File: src/rtl/sonar_serial_rx14.sv
// rtl/sonar_serial_rx14.sv - 14-bit MSB-first serial frame receiver with held output word
// Optional sticky overrun flag enabled by defining SONAR_RX_OVERRUN_EN.
module sonar_serial_rx14 (
    input  logic        clk,
    input  logic        resetn,
    input  logic        start,
    input  logic        bit_en,
    input  logic        serial_in,
    input  logic        ack,
    input  logic        overrun_clr,
    output logic [13:0] data,
    output logic        data_valid,
    output logic        busy,
    output logic        overrun
);

    typedef enum logic {
        IDLE  = 1'b0,
        SHIFT = 1'b1
    } state_t;

    localparam logic [3:0] LAST_BIT = 4'd13;

    state_t      state_q, state_d;
    logic [3:0]  cnt_q, cnt_d;
    logic [13:0] shift_q, shift_d;
    logic [13:0] data_q, data_d;
    logic        valid_q, valid_d;
    logic        complete;

    always_ff @(posedge clk or negedge resetn) begin
        if (!resetn) begin
            state_q <= IDLE;
            cnt_q   <= 4'd0;
            shift_q <= 14'd0;
            data_q  <= 14'd0;
            valid_q <= 1'b0;
        end else begin
            state_q <= state_d;
            cnt_q   <= cnt_d;
            shift_q <= shift_d;
            data_q  <= data_d;
            valid_q <= valid_d;
        end
    end

    always_comb begin
        state_d  = state_q;
        cnt_d    = cnt_q;
        shift_d  = shift_q;
        data_d   = data_q;
        complete = 1'b0;
        case (state_q)
            IDLE: begin
                if (start) begin
                    cnt_d   = 4'd0;
                    shift_d = 14'd0;
                    state_d = SHIFT;
                end
            end
            SHIFT: begin
                // A start inside a frame restarts it; the held word is untouched.
                if (start) begin
                    cnt_d   = 4'd0;
                    shift_d = 14'd0;
                end else if (bit_en) begin
                    if (cnt_q == LAST_BIT) begin
                        data_d   = {shift_q[12:0], serial_in};
                        complete = 1'b1;
                        cnt_d    = 4'd0;
                        state_d  = IDLE;
                    end else begin
                        shift_d = {shift_q[12:0], serial_in};
                        cnt_d   = cnt_q + 4'd1;
                    end
                end
            end
            default: state_d = IDLE;
        endcase
    end

    // A completing word always wins over ack; ack alone releases the held word.
    always_comb begin
        valid_d = valid_q;
        if (complete) begin
            valid_d = 1'b1;
        end else if (ack) begin
            valid_d = 1'b0;
        end
    end

`ifdef SONAR_RX_OVERRUN_EN
    logic overrun_q, overrun_d;
    logic overrun_ev;

    assign overrun_ev = complete && valid_q && !ack;

    always_comb begin
        overrun_d = overrun_q;
        if (overrun_ev) begin
            overrun_d = 1'b1;
        end else if (overrun_clr) begin
            overrun_d = 1'b0;
        end
    end

    always_ff @(posedge clk or negedge resetn) begin
        if (!resetn) begin
            overrun_q <= 1'b0;
        end else begin
            overrun_q <= overrun_d;
        end
    end

    assign overrun = overrun_q;

    logic unused_shift_msb;
    assign unused_shift_msb = shift_q[13];
`else
    assign overrun = 1'b0;

    logic unused_inputs;
    assign unused_inputs = overrun_clr ^ shift_q[13];
`endif

    assign data       = data_q;
    assign data_valid = valid_q;
    assign busy       = (state_q == SHIFT);

endmodule

File: config.mk
export PLATFORM = sky130hd
export DESIGN_NAME = sonar_serial_rx14
export DESIGN_NICKNAME = d
export VERILOG_FILES = /design/src/rtl/sonar_serial_rx14.sv
export SDC_FILE = /design/constraint.sdc
export NUM_CORES = 1
export LEC_CHECK = 0
export ABC_AREA = 1
export CAP_MARGIN = 15
export CORE_MARGIN = 3
export CORE_UTILIZATION = 35
export CTS_BUF_LIST = sky130_fd_sc_hd__clkbuf_16
export DETAILED_ROUTE_END_ITERATION = 6
export REMOVE_ABC_BUFFERS = 1
export SLEW_MARGIN = 5
export SYNTH_ARGS = -nofsm -noshare
export SYNTH_HDL_FRONTEND = slang
export SYNTH_SLANG_ARGS = --single-unit
File: constraint.sdc
create_clock -name clk -period 1.6 [get_ports clk]
set_input_delay 0.32 -clock clk [delete_from_list [all_inputs] [get_ports clk]]
set_output_delay 0.32 -clock clk [all_outputs]
set_load 0.03 [all_outputs]
==> impl_metrics.tcl, run 1 <==
set metrics [dict create \
    status "complete, no violations" \
    cp_top_family "flip-flops" \
    setup_viol 0 \
    cts_buffer_depth 2 \
    grt_use_met2 0.223 \
    die_x_um 72.2 \
    crit_buf_inv 1 \
    htree_levels 2 \
    grt_pass1_wl_um 5440 \
    ys.warnings.count 0 \
    detail_route.vias_per_cell 4.60 \
    fillCellCount 395 \
    coreArea_mm2 0.00412 \
    slew_viol_final 0 \
    skew_ns 0.00584 \
    cts_made_buffers 5 \
    drt_iter0_drc 79 \
    crit_chain "ha_1 > nand3_4 > buf_4 > o21ai_0 > nand2_1" \
    cp_max_fo 11 \
    rows 23 \
    port_buffers 21 \
    synth-compound-area-share 0.0637 \
    clock_sinks 33 \
    synth-adder-area-share 0.0163 \
    final_cell_mix "65 x nand2_1, 33 x dfrtp_1, 19 x inv_1, 17 x nor2_1, 17 x o21ai_0" \
    p_leak_nw 1.09 \
    layout_setup_ws_ns 0.169 \
    grt-busiest-layer "met2" \
    synth_xor_area_frac 0.00572 \
    period_needed_ns 1.43 \
    powerDensity_mw_per_mm2 1020 \
    stdcell_count 267 \
    num_antenna_cells 0 \
    dp_hpwl_um 1980 \
    yosysSeqAreaShare 0.539 \
    ir_drop_mv 0.367 \
    crit_type "reg2reg" \
    start_util 0.372 \
    antenna_found_initial 0 \
    synth_area_mm2 0.00153 \
    grt_pass1_vias 1186 \
    wl_per_cell_um 11.5 \
    worstPathArrival_ns 1.59 \
    post-cts-setup-buffers 0 \
    crit_required_ns 1.76 \
    rsz0062_at_grt "false" \
    end_kind "register" \
    grt_use_total 0.136 \
    grt_max_degree 34 \
    setup_tns_ns 0 \
    dp.cells 259 \
    clock-root-buffer "clkbuf_16" \
    hold_class "in2async" \
    max_stage_delay_ns 0.43 \
    grt_overflow 0 \
    grt_use_met1 0.163 \
    firstDrtPassIters 4 \
    clk_latency_ns 0.27 \
    fmax_mhz 699 \
    synth.distinct_cells 22 \
    syn2layout_area_growth_pct 30.4 \
    fp.dieArea_mm2 0.00521 \
    syn_inst 186 \
    synth_top_family_by_area "simple AND/OR/NAND/NOR gates" \
    die_h_um 72.2 \
    route.detailed.drc 0 \
    ys_ff_latch 33 \
    post-route-period-util 0.894 \
    place.gp.congestion 0.704 \
    final_common_cell "nand2_1" \
    cap_viol_max_count 0 \
    ioPinCount 24 \
    startpoint_type "register" \
    cts.clk_slew.worst_paths_ns 0.05 \
    post-place-ws_ns 0.0173 \
    use_met3 0.0499 \
    synthMuxAreaShare 0 \
    hold_violations 0 \
    syn-mean-instance-area_um2 8.23 \
    antenna_left 0 \
    wirelength_um 3070 \
    yosys.area_share.simple 0.291 \
    layout-drive-gt1-share 0.101 \
    cp_slowest_cell "dfrtp_1" \
    final_nets 225 \
    route.vias.total 1229 \
    cts_tree "done" \
]
[Yosys cell counts (all sizes together)]
library cell / n / share of area
nor2: 18 / 0.049
nand2: 67 / 0.17
xnor2: 1 / 0.0057
nand4: 1 / 0.0041
o21ai: 17 / 0.056
conb: 1 / 0.0024
ha: 2 / 0.016
dfrtp: 33 / 0.54
o22ai: 1 / 0.0041
clkbuf: 3 / 0.0074
nand3: 17 / 0.067
buf: 5 / 0.028
inv: 19 / 0.047
a31oi: 1 / 0.0041
[metrics by stage]
step / utilization / power (W) / cell area (µm²) / hold slack, ns
4_1_cts: 0.485 / 0.00205 / 1990 / 0.423
3_5_place_dp: 0.450 / 0.000994 / 1850 / 0.478
3_3_place_gp: 0.450 / 0.000994 / 1850 / 0.475
5_1_grt: 0.485 / 0.00211 / 2000 / 0.437
2_1_floorplan: - / 0.000919 / 1480 / 0.0244
6_report: 0.485 / 0.00203 / 2000 / 0.407
[sequential cells by signal, indices dropped and copies added, names as in the netlist]
name        count
shift_q        13
cnt_q           4
data           14
busy            1
data_valid      1
[report_power, final]
group          leakage [nW]  total (W)  switching (W)  internal [W]
clock network        0.0826    0.00105       0.000327      0.000722
registers             0.453   0.000857      0.0000105      0.000846
logic                 0.559   0.000122      0.0000741     0.0000478
total                  1.09    0.00203       0.000412       0.00162
[repair_timing]
| item | CTS | global route |
|---|---|---|
| gates resized for setup | 15 | 1 |
| pin swaps | 0 | 1 |
| endpoints found under the setup margin | 15 | 4 |
| hold buffers | 0 | 0 |
[path summary, 6_finish.rpt]
check,cells after the start,slack [ns],to,start
max reg2reg,5,0.17,data[10],cnt_q[0]
max in group asynchronous,2,1.00,shift_q[3],resetn
min reg2reg,2,0.49,data[5],data[5]
min,2,0.41,busy,resetn
max,5,0.17,data[10],cnt_q[0]
min in group clk,2,0.49,data[5],data[5]
[final cells by class]
type	count	area, µm²	share of cell area
Tap cell	50	62.6	0.0313
Multi-Input combinational cell	126	581	0.291
Timing Repair Buffer	31	294	0.147
Sequential cell	33	826	0.414
Clock inverter	3	37.5	0.0188
Inverter	19	71.3	0.0357
Clock buffer	5	125	0.0627
[kinds of logic after synthesis]
group	count (synthesis)
buffers and inverters	27
xor gates and xnor gates	1
and+or+nand+nor	103
other	1
DFF	33
adders and majority gates	2
AOI/OAI and AO/OA	19
[layer usage]
metal	vias up	wire length, µm	share of wire
met5	-	0	0
met4	0	48	0.016
met3	5	124	0.040
met2	17	1430	0.46
met1	569	1470	0.48
li1	638	-	-
[worst register-to-register path: stages, from the launching register on]
cell and delay (ns):
dfrtp_1 0.43, ha_1 0.26, nand3_4 0.17, buf_4 0.22, o21ai_0 0.17, nand2_1 0.06
No activity file was read; power rests on OpenSTA's default activity.
==> run 2, diff against run 1 <==
==> constraint.sdc (replaced) <==
create_clock -name clk -period 1.8 [get_ports clk]
set_input_delay 0.36 -clock clk [delete_from_list [all_inputs] [get_ports clk]]
set_output_delay 0.36 -clock clk [all_outputs]
set_load 0.03 [all_outputs]
==> run 2 against run 1 <==
Compared with the run above:
- via count shrank 2.8%
- clock power shrank 27%
- first-iteration DRC count grew 5.1%
- core utilization shrank 1.6 points
- sequential cell count is the same
- sequential power shrank 11%
- clock skew shrank 0.0046 ns
- clock-buffer cell count is the same
==> impl_metrics.tcl, run 2 (synthesized netlist as in run 1, its figures left out) <==
set metrics [dict create \
    status "complete, no violations" \
    cp_top_family "buffers and inverters" \
    cap_viol_max_count 0 \
    dp_hpwl_um 2010 \
    clkPwrFrac 0.473 \
    grt_use_total 0.133 \
    cts_buffer_depth 2 \
    crit_type "reg2out" \
    cts_tree "done" \
    p_seq_frac 0.470 \
    num_antenna_cells 0 \
    grt_use_met2 0.203 \
    cts-resized-gates 0 \
    cts_hold_buffers 0 \
    layout_setup_ws_ns 0.0562 \
    detail_route.vias_per_cell 4.54 \
    grt_use_met1 0.175 \
    antenna_found_initial 0 \
    hold_violations 0 \
    die_h_um 72.2 \
    clk_latency_ns 0.27 \
    cp_max_fo 5 \
    end_kind "output port" \
    powerDensity_mw_per_mm2 841 \
    final_nets 221 \
    final_common_cell "nand2_1" \
    hold_class "in2async" \
    crit_required_ns 1.44 \
    startpoint_type "register" \
    place_area_mm2 0.00180 \
    setup_tns_ns 0 \
    wl_per_cell_um 11.6 \
    grt-busiest-layer "met2" \
    wirelength_um 3060 \
    netSwitchingFraction 0.213 \
    cts.clk_slew.worst_paths_ns 0.05 \
    largest_register_ffs 14 \
    slew_viol_final 0 \
    layout-drive-gt1-share 0.0798 \
    clock_sinks 33 \
    rsz0062_at_grt "false" \
    cts_made_buffers 5 \
    crit_buf_inv 1 \
    skew_ns 0.00120 \
    p_int_w 0.00128 \
    syn2layout_area_growth_pct 26.1 \
    htree_levels 2 \
    post-place-ws_ns 0.108 \
    grt_max_degree 34 \
    grt_pass1_vias 1144 \
    crit_chain "clkdlybuf4s50_1" \
    p_sw_w 0.000347 \
    place.gp.congestion 0.736 \
    drt_iter0_drc 83 \
    die_x_um 72.2 \
    period_needed_ns 1.74 \
    route.detailed.drc 0 \
    finalPower_w 0.00163 \
    fp.dieArea_mm2 0.00521 \
    comb_power_share 0.057 \
    grt_overflow 0 \
    setup_viol 0 \
    grt_pass1_wl_um 5370 \
    fmax_mhz 573 \
    worstPathArrival_ns 1.38 \
    clock-root-buffer "clkbuf_16" \
    p_leak_nw 0.976 \
    reg2reg_slack_ns 0.35 \
    ir_drop_mv 0.312 \
    route.vias.total 1195 \
    port_buffers 21 \
    rows 23 \
    final_area_mm2 0.00193 \
    fillCellCount 431 \
    max_stage_delay_ns 0.70 \
    antenna_left 0 \
    coreArea_mm2 0.00412 \
    ioPinCount 24 \
    firstDrtPassIters 4 \
    use_met3 0.0291 \
    start_util 0.372 \
    final_cell_mix "65 x nand2_1, 33 x dfrtp_1, 21 x inv_1, 21 x clkdlybuf4s50_1" \
    cp_slowest_cell "clkdlybuf4s50_1" \
    post-cts-setup-buffers 0 \
    post-route-period-util 0.969 \
]
-- run 2: changes by cell type in the layout (fill, tap and decap cells not counted) --
cell / delta
buf_4: -2
bufinv_16: -1
dlygate4sd2_1: -15
inv_1: +2
buf_12: -2
clkinv_1: -1
dlymetal6s2s_1: -1
clkdlybuf4s50_1: +16
-- run 2: path summary, 6_finish.rpt --
path | from | endpoint | depth (start not counted)
max | busy | busy | 1
min reg2reg | data[1] | data[1] | 2
min | resetn | data[5] | 2
min in group clk | data[1] | data[1] | 2
max reg2reg | cnt_q[0] | cnt_q[1] | 5
max in group asynchronous | resetn | shift_q[12] | 2
-- run 2: metrics by stage --
stage	hold WS (ns)	cells	utilization
6_report	0.490	263	0.469
5_1_grt	0.523	263	0.469
4_1_cts	0.493	263	0.469
3_5_place_dp	0.480	255	0.436
3_3_place_gp	0.474	255	0.436
2_1_floorplan	0.0644	178	-
-- run 2: area by class of cell --
class | count | area [µm²] | share of cell area
clock buffer | 5 | 125 | 0.0648
tap | 50 | 62.6 | 0.0324
timing repair buffer | 27 | 255 | 0.132
clock inverter | 3 | 11.3 | 0.00583
inverter | 19 | 71.3 | 0.0369
sequential | 33 | 826 | 0.427
multi-input combinational | 126 | 581 | 0.301
-- run 2: power groups by stage --
| stage | clock network (W) | logic [W] | registers, W |
|---|---|---|---|
| 6_report | 0.000770 | 0.0000920 | 0.000764 |
| 5_1_grt | 0.000824 | 0.000105 | 0.000765 |
| 4_1_cts | 0.000794 | 0.0000948 | 0.000763 |
| 3_5_place_dp | 0 | 0.0000939 | 0.000775 |
| 3_3_place_gp | 0 | 0.0000936 | 0.000775 |
| 2_1_floorplan | 0 | 0.0000443 | 0.000773 |
-- run 2: routing by layer --
layer | vias up | wire length (µm)
li1 | 627 | -
met1 | 541 | 1490
met2 | 20 | 1390
met3 | 7 | 116
met4 | 0 | 63
met5 | - | 0
